[src/rtl/collision_detector.sv]
// collision_detector: per-pixel ball/obstacle overlap detector for the ball
// trajectory block. While a frame is scanned out it accumulates which obstacle
// kinds the ball overlapped and which ball edges were involved. On the next
// startOfFrame it reports the result as one-clk pulses, one clk after
// startOfFrame.
//
// Optional build macro: COLLISION_COUNT_EN adds hitCount[15:0]. hitCount is a
// saturating count of reports with a wall, diagonal or one-sided hit.
//
// Ports:
//   clk, resetN            clock, asynchronous active-low reset
//   startOfFrame           one-clk pulse marking frame start
//   pixelX, pixelY         current scan position
//   ballTopLeftX/Y         ball sprite origin (signed)
//   ballDR                 ball draw request for the current pixel
//   wallDR, diagDR,
//   oneSidedDR, teleportDR obstacle draw requests for the current pixel
//   collision              wall hit pulse (suppressed during cooldown)
//   HitEdgeCode            ball edges hit: bit0 bottom, bit1 right,
//                          bit2 top, bit3 left
//   diagonalCollision      diagonal hit pulse (suppressed during cooldown)
//   one_sided_collision    one-sided gate hit pulse (never suppressed)
//   teleport               teleport pad entry pulse
//   forced_x, forced_y     first teleport-overlap pixel of the reported frame
//   hitCount               (COLLISION_COUNT_EN only) saturating hit counter
module collision_detector #(
    parameter int BALL_W          = 32,
    parameter int BALL_H          = 32,
    parameter int EDGE_W          = 4,
    parameter int COOLDOWN_FRAMES = 2
) (
    input  logic               clk,
    input  logic               resetN,
    input  logic               startOfFrame,
    input  logic        [10:0] pixelX,
    input  logic        [10:0] pixelY,
    input  logic signed [10:0] ballTopLeftX,
    input  logic signed [10:0] ballTopLeftY,
    input  logic               ballDR,
    input  logic               wallDR,
    input  logic               diagDR,
    input  logic               oneSidedDR,
    input  logic               teleportDR,
    output logic               collision,
    output logic        [3:0]  HitEdgeCode,
    output logic               diagonalCollision,
    output logic               one_sided_collision,
    output logic               teleport,
    output logic        [10:0] forced_x,
    output logic        [10:0] forced_y
`ifdef COLLISION_COUNT_EN
    ,
    output logic        [15:0] hitCount
`endif
);

    localparam int CD_W = (COOLDOWN_FRAMES > 0) ? $clog2(COOLDOWN_FRAMES + 1) : 1;

    localparam logic signed [11:0] EDGE_LO  = 12'(EDGE_W);
    localparam logic signed [11:0] RIGHT_HI = 12'(BALL_W - EDGE_W);
    localparam logic signed [11:0] BOT_HI   = 12'(BALL_H - EDGE_W);

    typedef enum logic {ACCUM, REPORT} state_t;

    state_t            state;
    logic              acc_wall, acc_diag, acc_one, acc_tele;
    logic [3:0]        acc_edge;
    logic [10:0]       tele_x, tele_y;
    logic              prev_tele;
    logic [CD_W-1:0]   cooldown;

    // Pixel offset inside the ball sprite. pixelX is unsigned and the ball
    // origin is signed, so both are widened to 12-bit signed.
    logic signed [11:0] off_x, off_y;
    assign off_x = $signed({1'b0, pixelX}) - $signed({ballTopLeftX[10], ballTopLeftX});
    assign off_y = $signed({1'b0, pixelY}) - $signed({ballTopLeftY[10], ballTopLeftY});

    logic [3:0] edge_bits;
    assign edge_bits = {(off_x <  EDGE_LO),     // left
                        (off_y <  EDGE_LO),     // top
                        (off_x >= RIGHT_HI),    // right
                        (off_y >= BOT_HI)};     // bottom

    logic       pix_wall, pix_diag, pix_one, pix_tele;
    logic [3:0] pix_edge;
    assign pix_wall = ballDR & wallDR;
    assign pix_diag = ballDR & diagDR;
    assign pix_one  = ballDR & oneSidedDR;
    assign pix_tele = ballDR & teleportDR;
    assign pix_edge = (ballDR & (wallDR | diagDR)) ? edge_bits : 4'b0000;

    // Report decision, taken from the accumulators at the startOfFrame edge.
    // The output registers act as the snapshot of the finished frame.
    logic cd_zero, rep_coll, rep_diag;
    assign cd_zero  = (cooldown == '0);
    assign rep_coll = acc_wall & cd_zero;
    assign rep_diag = acc_diag & cd_zero;

    always_ff @(posedge clk or negedge resetN) begin
        if (!resetN) begin
            state               <= ACCUM;
            acc_wall            <= 1'b0;
            acc_diag            <= 1'b0;
            acc_one             <= 1'b0;
            acc_tele            <= 1'b0;
            acc_edge            <= 4'b0000;
            tele_x              <= 11'd0;
            tele_y              <= 11'd0;
            prev_tele           <= 1'b0;
            cooldown            <= '0;
            collision           <= 1'b0;
            HitEdgeCode         <= 4'b0000;
            diagonalCollision   <= 1'b0;
            one_sided_collision <= 1'b0;
            teleport            <= 1'b0;
            forced_x            <= 11'd0;
            forced_y            <= 11'd0;
`ifdef COLLISION_COUNT_EN
            hitCount            <= 16'd0;
`endif
        end else if (startOfFrame) begin
            // Frame boundary: publish the finished frame. The current pixel
            // seeds the fresh accumulators because it belongs to the new frame.
            // A startOfFrame seen while in REPORT takes the same path.
            state               <= REPORT;
            collision           <= rep_coll;
            diagonalCollision   <= rep_diag;
            HitEdgeCode         <= (rep_coll | rep_diag) ? acc_edge : 4'b0000;
            one_sided_collision <= acc_one;
            teleport            <= acc_tele & ~prev_tele;
            prev_tele           <= acc_tele;
            forced_x            <= tele_x;
            forced_y            <= tele_y;

            if (rep_coll | rep_diag)
                cooldown <= CD_W'(COOLDOWN_FRAMES);
            else if (!cd_zero)
                cooldown <= cooldown - CD_W'(1);

`ifdef COLLISION_COUNT_EN
            if ((rep_coll | rep_diag | acc_one) && (hitCount != 16'hFFFF))
                hitCount <= hitCount + 16'd1;
`endif

            acc_wall <= pix_wall;
            acc_diag <= pix_diag;
            acc_one  <= pix_one;
            acc_tele <= pix_tele;
            acc_edge <= pix_edge;
            if (pix_tele) begin
                tele_x <= pixelX;
                tele_y <= pixelY;
            end
        end else if (state == REPORT) begin
            // Pulses last exactly one clk. forced_x/forced_y hold their value.
            state               <= ACCUM;
            collision           <= 1'b0;
            diagonalCollision   <= 1'b0;
            HitEdgeCode         <= 4'b0000;
            one_sided_collision <= 1'b0;
            teleport            <= 1'b0;
        end else begin
            acc_wall <= acc_wall | pix_wall;
            acc_diag <= acc_diag | pix_diag;
            acc_one  <= acc_one  | pix_one;
            acc_tele <= acc_tele | pix_tele;
            acc_edge <= acc_edge | pix_edge;
            // Only the first teleport overlap of the frame is kept.
            if (pix_tele && !acc_tele) begin
                tele_x <= pixelX;
                tele_y <= pixelY;
            end
        end
    end

endmodule
[config.mk]
export PLATFORM = sky130hd
export DESIGN_NAME = collision_detector
export DESIGN_NICKNAME = d
export VERILOG_FILES = /design/src/rtl/collision_detector.sv
export SDC_FILE = /design/constraint.sdc
export NUM_CORES = 1
export LEC_CHECK = 0
export CORE_MARGIN = 5
export CORE_UTILIZATION = 55
export CTS_BUF_LIST = sky130_fd_sc_hd__clkbuf_16
export DETAILED_ROUTE_END_ITERATION = 8
export GPL_TIMING_DRIVEN = 0
export PLACE_DENSITY_LB_ADDON = 0.05
export SYNTH_ARGS = -nofsm -noshare
export SYNTH_HDL_FRONTEND = slang
export SYNTH_SLANG_ARGS = --single-unit
[constraint.sdc]
create_clock -name clk -period 3.19 [get_ports clk]
set_clock_uncertainty 0.05 [all_clocks]
set_input_delay 0.957 -clock clk [delete_from_list [all_inputs] [get_ports clk]]
set_output_delay 0.957 -clock clk [all_outputs]
set_load 0.02 [all_outputs]
# After elaboration in Yosys (flattened, before gate mapping)
# Index checks and enable logic that the tools add are counted.
[classes]
add_sub_neg = 3
mul = 0
n_div = 0
magnitude_cmp = 4
n_eq_ne = 3
shifts = 0
n_mux = 30
bitwise = 16
reduce_logical = 7
[ops]
columns = ["op", "count"]
rows = [
  ["$mux W11", 8],
  ["$ge A12 B6 Y1 const B", 2],
  ["$lt A12 B4 Y1 const B", 2],
  ["$mux W4", 6],
  ["$sub A12 B11 Y12", 2],
  ["$mux W1", 14],
  ["$and A1 B1 Y1", 8],
  ["$or A1 B1 Y1", 6],
  ["$mux W2", 2],
  ["$ne A2 B1 Y1 const B", 2],
  ["$or A4 B4 Y4", 1],
  ["$reduce_bool A2 Y1", 2],
  ["$reduce_and A3 Y1", 1],
  ["$logic_not A2 Y1", 1],
  ["$ne A2 B2 Y1 const B", 1],
  ["$reduce_and A2 Y1", 1],
  ["$sub A2 B1 Y2 const B", 1],
  ["$logic_and A1 B1 Y1", 1],
  ["$logic_not A1 Y1", 1],
  ["$not A1 Y1", 1],
]
[totals]
register_bits = 64
latch_bits = 0
ram_bits = 0
romBits = 0
in_bits = 52
output_inout_bits = 30
wordCells = 80
n_memories = 0

# Logic depth before layout (Yosys ltp)
# Gate-level depths: netlist of the first run.
[logic_depth]
ltp_word = 6
ltp_mapped = 11
mapped_depth_nobuf = 11

# Worst setup path before layout of the first run
# OpenSTA, ideal clock, no wires.
[synth_timing]
path_type = "input-to-reg"
from = "input pixelY[0]"
to = "register acc_edge[2]"
setup_time_ns = 0.090
t_arrival_ns = 2.937
required_time_ns = 3.050
slack_ns = 0.113
stages = 11
n_path_buf = 0
path_cell_list = "inv_1 -> ha_1 -> inv_1 -> fa_1 -> a21o_1 -> a221oi_2 -> mux2i_1 -> o41ai_1 -> nor4b_2 -> nand4_1 -> o221ai_1"
[synth_between]
elab_chain_len = 6
[synth_rtl]
columns = ["item", "line_no", "rtl"]
rows = [
  ["from (decl)", "36", "input logic [10:0] pixelY,"],
  ["$sub A12 B11 Y12 (*)", "76", "assign off_y = $signed({1'b0, pixelY}) - $signed({ballTopLeftY[10], ballTopLeftY});"],
  ["$lt A12 B4 Y1 (*)", "80", "(off_y < EDGE_LO),"],
  ["$mux W4 (*)", "90", "assign pix_edge = (ballDR & (wallDR | diagDR)) ? edge_bits : 4'b0000;"],
  ["$or A4 B4 Y4", "167", "acc_edge <= acc_edge | pix_edge;"],
  ["$mux W4", "154", "end else if (state == REPORT) begin"],
  ["$mux W4 (*)", "121", "end else if (startOfFrame) begin"],
  ["to (signal assigned)", "149", "acc_edge <= pix_edge;"],
  ["to (signal assigned)", "167", ""],
  ["to (decl)", "67", "logic [3:0] acc_edge;"],
]
# Every way passes the cells marked *; elsewhere a longest branch is shown, timed or not. The select of a mux whose other input is x is not followed.
# A chain may end at the register's enable or synchronous reset.

# Worst setup path in the final report of the first run
[layout_timing]
from = "input ballTopLeftY[2]"
to = "register acc_edge[2]"
[layout_between]
elab_chain_len = 6
[layout_rtl]
columns = ["item", "line_no", "rtl"]
rows = [
  ["from (decl)", "38", "input logic signed [10:0] ballTopLeftY,"],
  ["$sub A12 B11 Y12 (*)", "76", ""],
  ["$lt A12 B4 Y1 (*)", "80", ""],
  ["$mux W4 (*)", "90", ""],
  ["$or A4 B4 Y4", "167", ""],
  ["$mux W4", "154", ""],
  ["$mux W4 (*)", "121", ""],
]
# Marked as above.

==> metrics, run 1 <==
DR top layer met4; met2 WL post-DR 4.257 mm; post-synth cell types 57; Post-synth top flop dfrtp_1; Max Clock Freq 316.9 MHz; Vias 3065; drt total wl 9.003 mm; Final Hold Fails 0; PortBufs 81; core area around 6400 um^2; latest clock arrival within the worst-skew pair 0.33 ns; crit path time final 3.156 ns; die height 91.62 um; Mapped Area 3664 um^2; final period utilization a little over nine tenths; CP Launch Type primary input; Mapped Cells 350; top-area cell type share of the netlist area 43.72%; clock sink count 64; Inserted Clock Buffers 9; I/O pins between 80 and 90; Root Buffer clkbuf_16; M1 WL ~4.0 mm; diode count 0; Die X 91.62 um; antenna violations before repair 0; most common cell after layout, fill and taps aside clkdlybuf4s50_1; Final ANT Viol Nets 0; Std-Cell Rows 29; Crit path buffers/inverters 2; first-pass GRT wire length 14.25 mm; gr usage total 20.86%; Arrival @ worst endpoint 3.35 ns; Worst Setup End Kind flip-flop; post-synthesis sequential area ratio a little over two fifths; Worst VDD drop 0.3690 mV; dominant cell type by area after synthesis dfrtp_1; Slew HR ~41%; P&R area growth vs syn 40.10%; final setup fails 0; worst-margin pin slew 0.8881 ns; status finished clean; crit-path cells clkdlybuf4s50_1, inv_1, ha_1, a21o_1, a221oi_2, mux2i_1, o41ai_2, nor4b_2, nand4_1, o221ai_2; CP required 3.38 ns; Syn Nets 427; # DRC 0; CP Max Fanout 3; CP max-delay cell clkdlybuf4s50_1; Layout Nets 529; die area 8393 um^2; most frequent cells in the layout clkdlybuf4s50_1, dfrtp_1, mux2_2, inv_1, nand2_1; Synth async-reset ratio 100.0%; LEAKAGE 2.307 nW; grt ovf 0; Core Util, Final 79.91%; non-filler cells, final roughly 530; via/cell ratio 5.740; CTS tree yes; #FFs+latches synth 64; WL per Instance between 15 and 20 um; syn_area_per_cell about 10 um^2; CP peak stage delay approximately 0.45 ns; Synth Warn # 0; Final Max Slew Viols 0; vias in the first global route 3006; RePlAce Congestion 0.8465; metal3 WL 518 um; drt first pass iters 5; delay-heaviest family, CP compound AO/OA/AOI/OAI gates; layout cells sized above 1 21.01%; DP Wirelength about 6.1 mm; Starting Density 57.04%; Starting DRT DRC Count 119; dominant cells by area after synthesis dfrtp_1, mux2_2, ha_1, inv_1, nand2_1; P per Cell Area 610.0 nW/um^2; largest net degree at the start of global routing 34; placed cell count 509; Max Buffers Root-to-Sink 2; Worst Setup Path Type in2reg; worst hold path type reg2reg; clock slew at reported path FFs 0.05 ns; H-tree level count 3; EDFF count, synth 0; Maximum Capacitance Violations 0
[registers in the layout, indices dropped and copies added, names as in the netlist, 2 cells and up]
signal       flops
HitEdgeCode      4
tele_y          11
tele_x          11
forced_x        11
cooldown         2
forced_y        11
acc_edge         4
[path summary, 6_finish.rpt]
check	slack (ns)	depth (start not counted)	endpoint	start
min in group asynchronous	0.65	1	forced_x[7]	resetN
max in group asynchronous	1.80	2	forced_y[5]	resetN
hold reg to reg	0.43	2	tele_x[0]	tele_x[0]
setup / recovery	0.03	10	acc_edge[2]	ballTopLeftY[2]
hold / removal	0.43	2	tele_x[0]	tele_x[0]
setup reg to reg	1.09	4	tele_x[9]	acc_tele
[what timing repair did]
action	CTS	global route
pin swaps	7	15
resized for setup	9	18
endpoints found under the setup margin	3	4
hold buffers	0	0
buffers inserted	2	7
[Yosys cell counts (4+ instances only)]
| cell type | instances |
|---|---|
| a21o_1 | 7 |
| a21oi_1 | 15 |
| a22o_1 | 8 |
| clkbuf_1 | 8 |
| dfrtp_1 | 64 |
| ha_1 | 23 |
| inv_1 | 32 |
| mux2_2 | 41 |
| nand2_1 | 26 |
| nand4_1 | 5 |
| nor2_1 | 22 |
| nor2b_1 | 4 |
| nor3_1 | 4 |
| o21a_1 | 7 |
| o21ai_0 | 13 |
| o31ai_1 | 4 |
| xnor2_1 | 4 |
[layer usage]
metal  vias up  global-route usage [%]
li1       1470                       -
met1      1457                   28.01
met2       117                   33.66
met3        21                   3.846
met4         0                   7.915
met5         -                       0
[where the power goes]
| part | internal (W) | leakage (nW) | total (W) | switching, W |
|---|---|---|---|---|
| logic | 0.000444 | 1.34 | 0.000868 | 0.000423 |
| clock network | 0.000845 | 0.180 | 0.00121 | 0.000368 |
| registers | 0.000969 | 0.784 | 0.00105 | 0.0000811 |
[final cells by class]
cell class / instances / area (um^2)
Multi-Input combinational cell: 242 / 1998
Sequential cell: 64 / 1602
Inverter: 33 / 123.9
Clock inverter: 7 / 142.6
Timing Repair Buffer: 91 / 897.1
Buffer: 11 / 47.55
Fill cell: 404 / 1290
Tap cell: 77 / 96.34
Clock buffer: 9 / 225.2
[worst register-to-register path, stage by stage, from the launching register on]
cell	delay, ns
dfrtp_1	0.37
nor2_1	0.05
o211ai_1	0.70
buf_2	0.42
mux2_2	0.38
[metrics by stage]
step / setup slack, ns / hold slack, ns / setup TNS [ns] / cell area (um^2) / total power, W
finish: 0.03425 / 0.4287 / 0 / 5132 / 0.003131
global route: -0.03999 / 0.4611 / -0.05137 / 5132 / 0.003269
CTS: 0.01474 / 0.4296 / 0 / 4991 / 0.003105
detailed placement: -0.6027 / 0.4176 / -2.942 / 4586 / 0.001871
global placement: -0.9265 / 0.3914 / -61.32 / 4571 / 0.001841
floorplan: 0.1130 / 0.3852 / 0 / 3664 / 0.001530
[cell families (layout without fill, tap and decap cells)]
family                   after synthesis  in the layout  synth area share [%]
XOR/XNOR                               7              7                 1.674
adder cells (fa/ha/maj)               25             25                 8.948
AO/OA/AOI/OAI                         83             83                 16.26
flip-flops                            64             64                 43.72
buffers and inverters                 44            151                 4.679
multiplexers                          44             44                 13.42
AND/OR/NAND/NOR                       83             83                 11.30
Power figures use the tool's default switching activity.
==> run 2: changes to the inputs <==
--- a/config.mk
+++ b/config.mk
@@ -6,7 +6,7 @@
 export NUM_CORES = 1
 export LEC_CHECK = 0
 export CORE_MARGIN = 5
-export CORE_UTILIZATION = 55
+export CORE_UTILIZATION = 46
 export CTS_BUF_LIST = sky130_fd_sc_hd__clkbuf_16
 export DETAILED_ROUTE_END_ITERATION = 8
 export GPL_TIMING_DRIVEN = 0
==> constraint.sdc (replaced) <==
create_clock -name clk -period 2.7 [get_ports clk]
set_clock_uncertainty 0.05 [all_clocks]
set_input_delay 0.81 -clock clk [delete_from_list [all_inputs] [get_ports clk]]
set_output_delay 0.81 -clock clk [all_outputs]
set_load 0.02 [all_outputs]
==> metrics, run 2 (synthesized netlist as in run 1, its figures left out) <==
WL per Instance 15.99 um; Final ANT Viol Nets 0; Starting DRT DRC Count 57; via/cell ratio between 5 and 6; Hold-fix buffers, CTS 0; Final Total Pwr about 0.0035 W; clock slew at reported path FFs 0.05 ns; Max Buffers Root-to-Sink 2; final worst slack -0.07835 ns; CP required 2.86 ns; most common cell after layout, fill and taps aside dfrtp_1; die area 9849 um^2; RePlAce Congestion 0.8065; diode count 0; Max Clock Freq 359.9 MHz; Layout Nets about 530; most frequent cells in the layout dfrtp_1, clkdlybuf4s50_1, mux2_2, nand2_1, nor2_1; Worst Setup Path Type in2reg; Arrival @ worst endpoint 2.94 ns; H-tree level count 3; Root Buffer clkbuf_16; status finished with violations; worst reg2reg path depth 6; worst hold path type reg2reg; min-delay src prev_tele; final setup fails 2; vias in the first global route 2975; Inserted Clock Buffers 9; final period utilization 102.9%; LEAKAGE 2.363 nW; clock sink count 64; largest net degree at the start of global routing 65; reg-to-reg critical path endpoint acc_edge[3]; worst hold path endpoint teleport; Worst Setup End Kind flip-flop; Starting Density between 40 and 50%; Maximum Capacitance Violations 0; grt ovf 0; flop-to-flop setup slack approximately 1.0 ns; Die X 99.24 um; RSZ-0062 raised after global routing true; Final Hold Fails 0; P&R area growth vs syn 44.47%; drt first pass iters 4; hold slack 0.4274 ns; first-pass GRT wire length ~14 mm; Slew HR 47.00%; layout cells sized above 1 28.04%; Hold Crit Depth 1; latest clock arrival within the worst-skew pair 0.32 ns; Worst VDD drop 0.3471 mV; CP Max Fanout 2; gr usage total between 15 and 20%; # DRC 0; Final Max Slew Viols 0; CP Launch Type primary input; CTS tree yes; failing checks setup timing; Reg-to-Reg Start state; drt total wl 8.875 mm; worst-margin pin slew 0.7950 ns; P per Cell Area 658.7 nW/um^2; PortBufs 81; DP Wirelength 6.141 mm; fill cell count 614; core area 7727 um^2; die height around 99 um; antenna violations before repair 0; Vias 2970; crit path time final 2.778 ns; Std-Cell Rows 32; I/O pins 82
[run 2: cell count changes in the layout (fill, tap and decap cells not counted), sizes merged]
| cell | before | now |
|---|---|---|
| clkinv | 2 | 3 |
| clkdlybuf4s50 | 76 | 56 |
| dlymetal6s2s | 2 | 8 |
| buf | 14 | 18 |
| dlygate4sd2 | 1 | 12 |
| clkbuf | 17 | 13 |
| bufinv | 4 | 2 |
[run 2: per-layer routing]
layer | part of all wire, % | global-route usage, % | up-vias | wire, um
met5 | 0 | 0 | - | 0
met4 | 1.5 | 5.462 | 0 | 137
met3 | 6.1 | 6.101 | 12 | 541
met2 | 46 | 28.05 | 77 | 4087
met1 | 46 | 24.34 | 1425 | 4109
li1 | - | - | 1456 | -
[run 2: metrics by stage]
step	cell area, um^2	cells	setup slack (ns)	utilization [%]	setup TNS [ns]
5_1_grt	5293	555	-0.2075	68.49	-0.4592
3_5_place_dp	4634	533	-1.002	59.97	-9.871
2_1_floorplan	3699	350	-0.1381	-	-0.2731
3_3_place_gp	4637	533	-1.352	60.01	-96.73
6_report	5293	555	-0.07835	68.49	-0.1464
4_1_cts	5114	553	-0.1672	66.18	-0.2848
[run 2: report_power, final]
part / switching [W] / internal [W]
clock: 0.000403 / 0.000791
combinational: 0.000499 / 0.000550
sequential: 0.0000979 / 0.00115
[run 2: worst max path at each step]
stage / endpoint / from / cells past startpoint
detailed placement: acc_edge[2] / pixelY[0] / 12
global placement: forced_y[5] / resetN / 1
CTS: acc_edge[2] / pixelY[0] / 12
finish: acc_edge[0] / pixelY[0] / 12
global route: acc_edge[2] / pixelY[0] / 12
floorplan: acc_edge[2] / pixelY[0] / 11
[run 2: layout make-up]
type / count / area, um^2 / area share [%]
Timing Repair Buffer: 93 / 902.1 / 17.04
Multi-Input combinational cell: 242 / 2195 / 41.47
Clock inverter: 6 / 76.32 / 1.442
Clock buffer: 9 / 225.2 / 4.255
Tap cell: 102 / 127.6 / 2.411
Sequential cell: 64 / 1602 / 30.26
Buffer: 6 / 28.78 / 0.5437
Inverter: 33 / 136.4 / 2.577
[run 2: timing repair]
action | in CTS | in global routing
setup buffers | 8 | 4
resized for setup | 54 | 37
setup endpoints to repair | 18 | 4
pin swaps | 23 | 23
[run 2: worst max-delay path: stages]
cell	delay (ns)
buf_8	0.11
inv_12	0.04
ha_4	0.14
inv_2	0.04
fa_2	0.34
a21o_1	0.21
a221oi_4	0.26
mux2i_1	0.26
o41ai_2	0.11
nor4b_2	0.25
nand4_1	0.18
a2bb2oi_1	0.18
